## config.mk

```make
export PLATFORM = sky130hd
export DESIGN_NAME = mc_muldiv
export DESIGN_NICKNAME = d
export VERILOG_FILES = /design/src/rtl/mc_muldiv.sv
export SDC_FILE = /design/constraint.sdc
export NUM_CORES = 1
export LEC_CHECK = 0
export ABC_AREA = 0
export BUFFER_PORTS_ARGS = -buffer_cell sky130_fd_sc_hd__buf_2
export CORE_MARGIN = 3
export CORE_UTILIZATION = 30
export CTS_CLUSTER_DIAMETER = 120
export CTS_CLUSTER_SIZE = 14
export DETAILED_ROUTE_END_ITERATION = 7
export PLACE_DENSITY = 0.48
export SETUP_SLACK_MARGIN = 0.4
export SYNTH_ARGS = -nofsm -noshare
export SYNTH_HDL_FRONTEND = slang
export SYNTH_SLANG_ARGS = --single-unit
```

## constraint.sdc

```tcl
create_clock -name clock_i -period 4.52 [get_ports clock_i]
set_input_delay 0.678 -clock clock_i [delete_from_list [all_inputs] [get_ports clock_i]]
set_output_delay 0.678 -clock clock_i [all_outputs]
set_load 0.01 [all_outputs]
```

## src/rtl/mc_muldiv.sv

```systemverilog
`default_nettype none
// ============================================================================
// Module   : mc_muldiv
// Purpose  : Iterative multiply/divide unit with HI/LO registers for the
//            multicycle MIPS core. MULT/MULTU/DIV/DIVU retire one bit per
//            cycle behind a start/busy/done handshake; MTHI/MTLO write the
//            HI/LO registers directly when the unit is not busy.
// Ports    : clock_i  - rising-edge clock
//            reset_i  - synchronous active-high reset
//            start_i  - launch op (accepted only in IDLE or DONE)
//            op_i     - 00 MULT, 01 MULTU, 10 DIV, 11 DIVU
//            a_i/b_i  - rs/rt operands, captured on accepted start
//            wr_hi_i / wr_lo_i / wdata_i - MTHI/MTLO write port
//            busy_o   - high in PREP, RUN, FIX
//            done_o   - one-cycle pulse in DONE
//            dbz_o    - divide-by-zero flag, valid with done_o
//            hi_o/lo_o - HI (product high / remainder), LO (product low / quotient)
// Revision : 1.0 - initial release
// ============================================================================
module mc_muldiv #(
   parameter int WIDTH = 32
) (
   input  logic             clock_i,
   input  logic             reset_i,
   input  logic             start_i,
   input  logic [1:0]       op_i,
   input  logic [WIDTH-1:0] a_i,
   input  logic [WIDTH-1:0] b_i,
   input  logic             wr_hi_i,
   input  logic             wr_lo_i,
   input  logic [WIDTH-1:0] wdata_i,
   output logic             busy_o,
   output logic             done_o,
   output logic             dbz_o,
   output logic [WIDTH-1:0] hi_o,
   output logic [WIDTH-1:0] lo_o
);

   localparam int CW = $clog2(WIDTH);
   localparam logic [CW-1:0] C_LAST = CW'(WIDTH - 1);

   typedef enum logic [2:0] {
      S_IDLE = 3'd0,
      S_PREP = 3'd1,
      S_RUN  = 3'd2,
      S_FIX  = 3'd3,
      S_DONE = 3'd4
   } state_t;

   state_t               state_q, state_d;
   logic [WIDTH-1:0]     hi_q, hi_d, lo_q, lo_d;
   logic [WIDTH-1:0]     a_q, a_d, b_q, b_d;
   logic [WIDTH-1:0]     opnd_q, opnd_d;     // multiplicand or divisor magnitude
   logic [2*WIDTH-1:0]   acc_q, acc_d;       // {upper, lower} working register
   logic [1:0]           op_q, op_d;
   logic [CW-1:0]        cnt_q, cnt_d;
   logic                 negres_q, negres_d; // product / quotient must be negated
   logic                 negrem_q, negrem_d; // remainder must be negated
   logic                 dbz_q, dbz_d;

   logic                 w_sa, w_sb;
   logic [WIDTH-1:0]     w_mag_a, w_mag_b;
   logic [WIDTH:0]       w_sum, w_shl;
   logic [WIDTH-1:0]     w_diff;
   logic                 w_ge;
   logic [2*WIDTH-1:0]   w_prod;
   logic [WIDTH-1:0]     w_quo, w_rem;

   always_comb begin
      state_d  = state_q;
      hi_d     = hi_q;
      lo_d     = lo_q;
      a_d      = a_q;
      b_d      = b_q;
      opnd_d   = opnd_q;
      acc_d    = acc_q;
      op_d     = op_q;
      cnt_d    = cnt_q;
      negres_d = negres_q;
      negrem_d = negrem_q;
      dbz_d    = 1'b0;   // flag lives only for the DONE cycle

      // Signed ops (op[0]=0) work on magnitudes and fix signs afterwards.
      w_sa    = ~op_q[0] & a_q[WIDTH-1];
      w_sb    = ~op_q[0] & b_q[WIDTH-1];
      w_mag_a = w_sa ? -a_q : a_q;
      w_mag_b = w_sb ? -b_q : b_q;

      // Shift-add multiply step: add multiplicand to upper half when the
      // current multiplier bit (acc[0]) is set, then shift right by one.
      w_sum  = {1'b0, acc_q[2*WIDTH-1:WIDTH]} + (acc_q[0] ? {1'b0, opnd_q} : '0);

      // Restoring divide step: shift the next dividend bit into the remainder
      // and subtract the divisor if it fits.
      w_shl  = {acc_q[2*WIDTH-1:WIDTH], acc_q[WIDTH-1]};
      w_ge   = (w_shl >= {1'b0, opnd_q});
      w_diff = WIDTH'(w_shl - {1'b0, opnd_q});

      w_prod = negres_q ? -acc_q : acc_q;
      w_quo  = negres_q ? -acc_q[WIDTH-1:0] : acc_q[WIDTH-1:0];
      w_rem  = negrem_q ? -acc_q[2*WIDTH-1:WIDTH] : acc_q[2*WIDTH-1:WIDTH];

      case (state_q)
         S_IDLE, S_DONE: begin
            state_d = S_IDLE;
            if (wr_hi_i) hi_d = wdata_i;
            if (wr_lo_i) lo_d = wdata_i;
            if (start_i) begin
               state_d = S_PREP;
               op_d    = op_i;
               a_d     = a_i;
               b_d     = b_i;
            end
         end
         S_PREP: begin
            negres_d = w_sa ^ w_sb;
            negrem_d = w_sa;
            cnt_d    = '0;
            if (op_q[1]) begin
               acc_d  = {{WIDTH{1'b0}}, w_mag_a};
               opnd_d = w_mag_b;
            end else begin
               acc_d  = {{WIDTH{1'b0}}, w_mag_b};
               opnd_d = w_mag_a;
            end
            state_d = S_RUN;
         end
         S_RUN: begin
            if (op_q[1])
               acc_d = {(w_ge ? w_diff : w_shl[WIDTH-1:0]), acc_q[WIDTH-2:0], w_ge};
            else
               acc_d = {w_sum, acc_q[WIDTH-1:1]};
            cnt_d = cnt_q + 1'b1;
            if (cnt_q == C_LAST) state_d = S_FIX;
         end
         S_FIX: begin
            if (op_q[1]) begin
               if (b_q == '0) begin
                  lo_d  = '1;
                  hi_d  = a_q;
                  dbz_d = 1'b1;
               end else begin
                  lo_d = w_quo;
                  hi_d = w_rem;
               end
            end else begin
               {hi_d, lo_d} = w_prod;
            end
            state_d = S_DONE;
         end
         default: state_d = S_IDLE;
      endcase
   end

   always_ff @(posedge clock_i) begin
      if (reset_i) begin
         state_q  <= S_IDLE;
         hi_q     <= '0;
         lo_q     <= '0;
         a_q      <= '0;
         b_q      <= '0;
         opnd_q   <= '0;
         acc_q    <= '0;
         op_q     <= '0;
         cnt_q    <= '0;
         negres_q <= 1'b0;
         negrem_q <= 1'b0;
         dbz_q    <= 1'b0;
      end else begin
         state_q  <= state_d;
         hi_q     <= hi_d;
         lo_q     <= lo_d;
         a_q      <= a_d;
         b_q      <= b_d;
         opnd_q   <= opnd_d;
         acc_q    <= acc_d;
         op_q     <= op_d;
         cnt_q    <= cnt_d;
         negres_q <= negres_d;
         negrem_q <= negrem_d;
         dbz_q    <= dbz_d;
      end
   end

   assign busy_o = (state_q == S_PREP) || (state_q == S_RUN) || (state_q == S_FIX);
   assign done_o = (state_q == S_DONE);
   assign dbz_o  = (state_q == S_DONE) && dbz_q;
   assign hi_o   = hi_q;
   assign lo_o   = lo_q;

endmodule
`default_nettype wire

```

# After elaboration in Yosys (flattened, before gate mapping)
# Index checks and enable logic that the tools add are counted.
dict set report word_totals {
  register_bits 237
  inputBits 103
  wordCells 71
}
dict set report op_classes {
  addsub 8
  order_cmp 1
  eq_ne 8
  muxes 24
  n_bitwise 6
  n_reduce_logical 12
}
# op count
set ops {}
lappend ops {{32-bit 2-to-1 mux} 14}
lappend ops {{64-bit 2-to-1 mux} 2}
lappend ops {{32-bit negator} 4}
lappend ops {{32-bit case mux with 2 select lines} 2}
lappend ops {{64-bit case mux with 2 select lines} 1}
lappend ops {{64-bit negator} 1}
lappend ops {{32-bit by 32-bit adder with 33-bit output} 1}
lappend ops {{33-bit by 32-bit >= comparator with 1-bit output} 1}
lappend ops {{32-bit zero test} 1}
lappend ops {{32-bit subtractor} 1}
lappend ops {{3-bit case mux with 4 select lines} 1}
lappend ops {{5-bit case mux with 2 select lines} 1}
lappend ops {{3-bit by 2-bit == test with 1-bit output, second input constant} 2}
lappend ops {{2-bit inequality test, second input constant} 3}
lappend ops {{2-bit AND reduction} 3}
lappend ops {{5-bit by 1-bit adder with 5-bit output, second input constant} 1}
lappend ops {{5-bit == test, second input constant} 1}
lappend ops {{2-bit nonzero test} 2}
lappend ops {{3-bit by 1-bit == test with 1-bit output, second input constant} 1}
lappend ops {{3-bit == test, second input constant} 1}
lappend ops {{3-bit zero test} 1}
lappend ops {{3-bit 2-to-1 mux} 1}
lappend ops {{1-bit NOT} 3}
lappend ops {{3-bit OR reduction} 1}
lappend ops {{6 further kinds} 9}

# Depth between registers and ports, before layout
# Gate-level depths: netlist (run 1).
dict set report depth {
  ltp_word 5
  ltp_mapped 13
}

# Worst setup path after synthesis (run 1)
# OpenSTA, ideal clock, no wires.
dict set report synth_timing {
  kind {register to register}
  startpoint {register acc_q[0]}
  endpoint {register acc_q[60]}
  arrival_ps 3254
  required_time_ps 4442
  slack_ps 1188
  stages_incl_launch_ff 14
  n_path_buf 1
  synth_period_minus_slack_ps 3332
  path_cell_list {dfxtp_1 -> inv_1 -> clkbuf_1 -> nor2_1 -> ha_1 -> a21oi_1 -> o21ai_1 -> a2111oi_1 -> a211oi_1 -> a311oi_1 -> o21bai_1 -> a41oi_1 -> mux2_2 -> a32oi_1}
}
dict set report synth_via {
  elab_chain_len 4
}
# item line
set synth_rtl {}
lappend synth_rtl {{start, declared} 54} ;# logic [2*WIDTH-1:0] acc_q, acc_d;
lappend synth_rtl {{start signal, assigned} 163} ;# acc_q <= '0;
lappend synth_rtl {{start signal, assigned} 176} ;# acc_q <= acc_d;
lappend synth_rtl {{32-bit 2-to-1 mux} 91} ;# w_sum = {1'b0, acc_q[2*WIDTH-1:WIDTH]} + (acc_q[0] ? {1'b0, opnd_q} : '0);
lappend synth_rtl {{32-bit by 32-bit adder with 33-bit output} 91}
lappend synth_rtl {{64-bit 2-to-1 mux} 129} ;# if (op_q[1])
lappend synth_rtl {{64-bit case mux with 2 select lines} 103} ;# case (state_q)
# No other way between the ends.
# A chain may end at the register's enable or synchronous reset.

# Final worst setup path (run 1)
dict set report layout_timing {
  startpoint {register acc_q[0]}
  endpoint {register hi_q[8], in the netlist hi_o[8]}
}
dict set report layout_via {
  elab_chain_len 4
}
# item line
set layout_rtl {}
lappend layout_rtl {{64-bit negator} 99} ;# w_prod = negres_q ? -acc_q : acc_q;
lappend layout_rtl {{64-bit 2-to-1 mux} 99}
lappend layout_rtl {{32-bit 2-to-1 mux} 137} ;# if (op_q[1]) begin
lappend layout_rtl {{32-bit case mux with 2 select lines} 103}
lappend layout_rtl {{end signal, assigned} 171} ;# hi_q <= hi_d;
lappend layout_rtl {{end, declared} 51} ;# logic [WIDTH-1:0] hi_q, hi_d, lo_q, lo_d;
# No other way between the ends.

==> impl_metrics.toml, run 1 <==
[worst_setup_path]
crit_fanout = 18
crit_chain = "inv_1 > buf_4 > ha_1 > nand2_1 > nand4b_1 > nand2b_1 > o21ai_1 > xor2_1 > nor2_1 > a2111oi_1 > nor3_1"
worstSetupPathType = "flip-flop to flip-flop"
crit_slowest_cell = "a2111oi_1"
start_kind = "flip-flop"
timing.rr.start = "acc_q[0]"
critPathCaptureType = "flip-flop"
crit_start = "acc_q[0]"
crit_required_ns = 4.91
cpPeakStageDelay_ns = 0.69
cp_num_buf_inv = 2
arrival_ns = 4.32
critPathTopFamily = "simple AND/OR/NAND/NOR gates"

[cells_and_area]
fill_cells = 6300
final_cell_mix = "322 x nand2_1, 294 x a21oi_1, 278 x nor2_1, 235 x dfxtp_1, 168 x buf_2"
final_common_cell = "nand2_1"
final-seq-area_mm2 = 0.00475
synthToLayoutAreaGrowth_pct = 11.8
final_cells = 3233
drive_above_1_share = 0.121
multiInputGateArea_mm2 = 0.0119
fin_area_mm2 = 0.0196
fin_nets = 2638

[sta]
setup_tns_ns = 0
rsz0062_at_grt = "false"
setup_violations = 0
slew_viol_final = 0
fmax_mhz = 255
hold_viol_final = 0
fin_crit_sh = 0.868
final.setup_skew_ns = 0.0207
slew_headroom = 0.164
tightestPinTransition_ns = 1.25
post-route-min-period_ns = 3.92

[global_route]
grt_pass1_wl_mm = 112
antenna_found_initial = 3
grt_max_degree = 90
grt_usage = 0.242
grt_pass1_vias = 16800
overflow = 0

[min_path]
hp-start = "op_i[0]"
hp-class = "primary input to flip-flop"

[floorplanning]
die-height_um = 248
core_area_mm2 = 0.0578
rows = 88
die_w_um = 248
ios = 170
initial_core_util = 0.304
dieArea_mm2 = 0.0615

[pwr]
power.leakage_nw = 7.81
pwr_density_cell_mw_per_mm2 = 314
peakVddDrop_uv = 227

[placement]
gp_congestion = 0.944
io_buffers = 169
placed_cells = 3205
placed_cell_area_mm2 = 0.0191
hpwl_mm = 59.4

[flow_run]
maxCapViolations = 0

[routing]
ant_nets = 0
vias = 18300
wl_mm = 76.4
drt_iter0_drc = 1616
vias_per_cell = 5.65
drcViolationCount = 0
dr.pass1.iters = 5
routedWlPerCell_um = 23.6

[clocking]
cts.repair.resized = 0
cts_buffers = 21
cts_tree = "yes"
cts_setup_buffers = 0
clock_sinks = 237
clkLatencyLatePin_ns = 0.55
cts_hold_buf = 0
cts_root_buffer = "clkbuf_16"
clkTransAtPathRegs_ns = 0.09
cts_buffer_depth = 3
cts.htree.levels = 1

[logic_synthesis]
ys_warn_count = 0
synthDistinctLibCells = 84
yosysSeqAreaShare = 0.270
async_reset_ff_frac = 0
yosys-top-cells-area = "dfxtp_1 27%, a21oi_1 8.4%, nand2_1 6.9%, nor2_1 6.0%, xor2_1 5.1%"
syn_area_per_cell_um2 = 7.29
netlist_instances = 2410
ys.flop_type = "dfxtp_1"
synth_seq_cells = 237
syn_nets = 2585
synth_top_cell_by_area = "dfxtp_1"
synth_edf_count = 0
post-synth-top-area-fraction = 0.270
syn_area_mm2 = 0.0176

[outcome]
run_status = "finished, final reports clean"
-- worst min-delay path: stages --
cell	delay (ns)
buf_2	0.09
nand2_1	0.04
a21oi_1	0.05
-- cell families after synthesis --
family          count (synthesis)  synth area share
compound gates                779             0.285
fa+ha+maj                      72            0.0522
xor+xnor                      193            0.0963
flops                         237             0.270
simple gates                  829             0.212
mux                            50            0.0289
buf+inv                       250            0.0554
-- final timing paths --
| kind | slack (ns) | cells past startpoint | endpoint |
|---|---|---|---|
| min reg2reg | 0.45 | 2 | lo_o[8] |
| max reg2reg | 0.60 | 11 | hi_o[8] |
| min | 0.36 | 3 | op_q[0] |
| max | 0.60 | 11 | hi_o[8] |
-- metal layers --
layer | global-route usage | vias up | share of wire
met5 | 0 | - | 0
met4 | 0.0618 | 0 | 0.028
met3 | 0.0449 | 91 | 0.071
li1 | - | 8690 | -
met1 | 0.345 | 8863 | 0.46
met2 | 0.374 | 626 | 0.44
-- layout make-up --
class | count | area share
Tap cell | 765 | 0.0488
Multi-Input combinational cell | 1923 | 0.607
Antenna cell | 2 | 0.000255
Sequential cell | 237 | 0.242
Clock buffer | 23 | 0.0277
Clock inverter | 3 | 0.00134
Inverter | 68 | 0.0130
Timing Repair Buffer | 212 | 0.0605
-- flip-flops by register name, indices dropped and copies added, names as in the netlist --
name,flops
hi_o,32
state_q,3
cnt_q,5
b_q,32
negrem_q,1
acc_q,64
lo_o,32
opnd_q,32
op_q,2
dbz_q,1
a_q,32
negres_q,1
-- Yosys cell counts, drive strengths merged, types with 6 or more instances --
library cell and instances:
a211oi 72, mux2i 44, or4 22, a22oi 15, nand3 29, inv 68
dfxtp 237, o41ai 17, o21a 9, o31ai 39, and3 9, a221o 12
ha 70, clkbuf 150, nand4 8, a21o 37, or2 10, mux2 6
and2 18, xnor2 90, buf 32, a31oi 18, o21ai 125, nor4 14
nand2 323, o22ai 12, nand2b 18, o211ai 50, o221ai 10, a221oi 8
xor2 103, a21oi 296, nor3 45, a2111oi 7, nor2 280, or3 26
nor2b 9
-- where the power goes --
part | leakage [nW] | switching (mW) | total [mW] | internal (mW)
Clock | 0.280 | 0.881 | 1.74 | 0.855
Combinational | 5.60 | 1.32 | 2.02 | 0.696
Sequential | 1.94 | 0.196 | 2.41 | 2.21
Total | 7.81 | 2.40 | 6.16 | 3.76
-- metrics by stage --
step | util | setup WS [ns] | hold WS [ns] | power, mW
3_3_place_gp | 0.330 | 0.613 | 0.436 | 4.44
6_report | 0.340 | 0.595 | 0.365 | 6.16
4_1_cts | 0.339 | 0.530 | 0.338 | 6.19
5_1_grt | 0.340 | 0.412 | 0.354 | 6.46
2_1_floorplan | - | 1.19 | 0.432 | 3.72
3_5_place_dp | 0.330 | 0.572 | 0.441 | 4.44
Power figures use the tool's default switching activity.
==> inputs of run 2 (changes only) <==
==> constraint.sdc (replaced) <==
create_clock -name clock_i -period 4.52 [get_ports clock_i]
set_input_delay 0 -clock clock_i [delete_from_list [all_inputs] [get_ports clock_i]]
set_output_delay 0 -clock clock_i [all_outputs]
set_load 0.01 [all_outputs]
==> impl_metrics.toml, run 2 (synthesis results as in run 1) <==
[min_path]
hp-class = "primary input to flip-flop"
holdPathEnd = "hi_o[30]"
holdPathStages = 5
hp-start = "wr_hi_i"

[clocking]
cts_setup_buffers = 0
clkLatencyLatePin_ns = 0.57
cts.htree.levels = 1
cts_buffers = 21
cts_tree = "yes"
cts_buffer_depth = 3
clock_sinks = 237
cts_root_buffer = "clkbuf_16"
clkTransAtPathRegs_ns = 0.08

[cells_and_area]
fill_cells = 6208
final_cell_mix = "322 x nand2_1, 294 x a21oi_1, 278 x nor2_1, 235 x dfxtp_1, 168 x buf_2"
final-seq-area_mm2 = 0.00475
largest_register_ff_count = 64
diodes = 0
regMostFlops = "acc_q"
fin_nets = 2743
synthToLayoutAreaGrowth_pct = 17.8
multiInputGateArea_mm2 = 0.0119
drive_above_1_share = 0.117
final_common_cell = "nand2_1"
final_cells = 3336

[floorplanning]
dieArea_mm2 = 0.0615
die_w_um = 248
ios = 170
core_area_mm2 = 0.0578
die-height_um = 248
initial_core_util = 0.304
rows = 88

[placement]
io_buffers = 169
gp_congestion = 0.938
hpwl_mm = 59.3
placed_cells = 3207

[worst_setup_path]
worstSetupPathType = "flip-flop to flip-flop"
cpPeakStageDelay_ns = 0.79
timing.rr.start = "acc_q[0]"
crit_chain = "inv_1 > buf_4 > ha_1 > nand2_1 > nand4b_1 > nand2b_1 > o21ai_1 > xor2_1 > nor2_1 > a2111oi_1 > nor3_1"
worstRegToRegCells = 11
crit_fanout = 11
r2r_setup_slack_ns = 0.67
crit_slowest_cell = "a2111oi_1"
r2r-end = "hi_o[8]"
crit_required_ns = 4.93
arrival_ns = 4.26
start_kind = "flip-flop"
critPathCaptureType = "flip-flop"

[sta]
tightestPinTransition_ns = 1.26
final.setup_skew_ns = 0.0290
fin_crit_sh = 0.852
post-route-min-period_ns = 3.85
slew_headroom = 0.161
slew_viol_final = 0
fmax_mhz = 260
setup_tns_ns = 0
rsz0062_at_grt = "false"
setup_violations = 0
hold_viol_final = 0

[pwr]
clockPowerShare = 0.284
power_switching_mw = 2.42
p_sw_frac = 0.385
internal-power_mw = 3.86
power.leakage_nw = 8.26
peakVddDrop_uv = 202
p_seq_frac = 0.383
pwr_density_cell_mw_per_mm2 = 303
combPwrFrac = 0.333

[outcome]
run_status = "finished, final reports clean"

[global_route]
overflow = 0
grt_usage = 0.245
grt_pass1_vias = 17500
antenna_found_initial = 3
grt_max_degree = 88
grt_pass1_wl_mm = 114

[routing]
drt_iter0_drc = 1772
vias = 18700
vias_per_cell = 5.61
routedWlPerCell_um = 23.2
wl_mm = 77.3
drcViolationCount = 0
ant_nets = 0
dr.pass1.iters = 5

[flow_run]
maxCapViolations = 0
run 2: metrics by stage:
step | worst slack (ns) | cell area (um^2) | total power [mW] | hold slack [ns] | util
floorplan | 1.19 | 17600 | 3.72 | 0.136 | -
global placement | 0.568 | 19100 | 4.43 | 0.241 | 0.330
detailed placement | 0.522 | 19100 | 4.43 | 0.246 | 0.330
CTS | 0.494 | 20700 | 6.31 | 0.00426 | 0.358
global route | 0.518 | 20700 | 6.58 | 0.0744 | 0.358
finish | 0.670 | 20700 | 6.28 | 0.0309 | 0.358
run 2: metal layers:
metal,vias to the layer above,global-route usage,routed length [um]
met2,684,0.390,34300
met5,-,0,0
met1,9031,0.345,35400
met3,99,0.0393,5310
met4,0,0.0635,2310
li1,8887,-,-
run 2: worst max-delay path by stage:
stage / depth (start not counted) / slack (ns) / to / start
2_1_floorplan: 13 / 1.19 / acc_q[60] / acc_q[0]
3_3_place_gp: 11 / 0.57 / hi_o[8] / acc_q[0]
3_5_place_dp: 11 / 0.52 / hi_o[8] / acc_q[0]
4_1_cts: 11 / 0.49 / hi_o[8] / acc_q[0]
5_1_grt: 13 / 0.52 / acc_q[63] / acc_q[0]
6_report: 11 / 0.67 / hi_o[8] / acc_q[0]
run 2: timing repair:
item                       4_1_cts  5_1_grt
setup endpoints to repair        0        2
resized for setup                0        2
hold endpoints to repair       172        0
hold buffers                   103        0
run 2: power by group through the flow:
stage	Clock, mW	Sequential (mW)	Combinational (mW)
after global placement	0	2.44	1.99
after detailed placement	0	2.44	1.99
after CTS	1.84	2.40	2.07
after floorplan	0	2.36	1.36
final	1.78	2.40	2.09
after global routing	1.90	2.41	2.27
run 2: worst max-delay path, delay by kind of cell (launching register included):
family,cells,cell delay [ns]
fa+ha+maj,1,0.32
xor+xnor,1,0.17
simple gates,5,1.25
compound gates,2,1.06
buf+inv,2,0.50
flops,1,0.39
run 2: cell type report:
type | instances | area share
clock buffer | 22 | 0.0256
tap | 765 | 0.0463
timing repair buffer | 317 | 0.108
clock inverter | 4 | 0.00266
sequential | 237 | 0.230
multi-input combinational | 1923 | 0.576
inverter | 68 | 0.0123
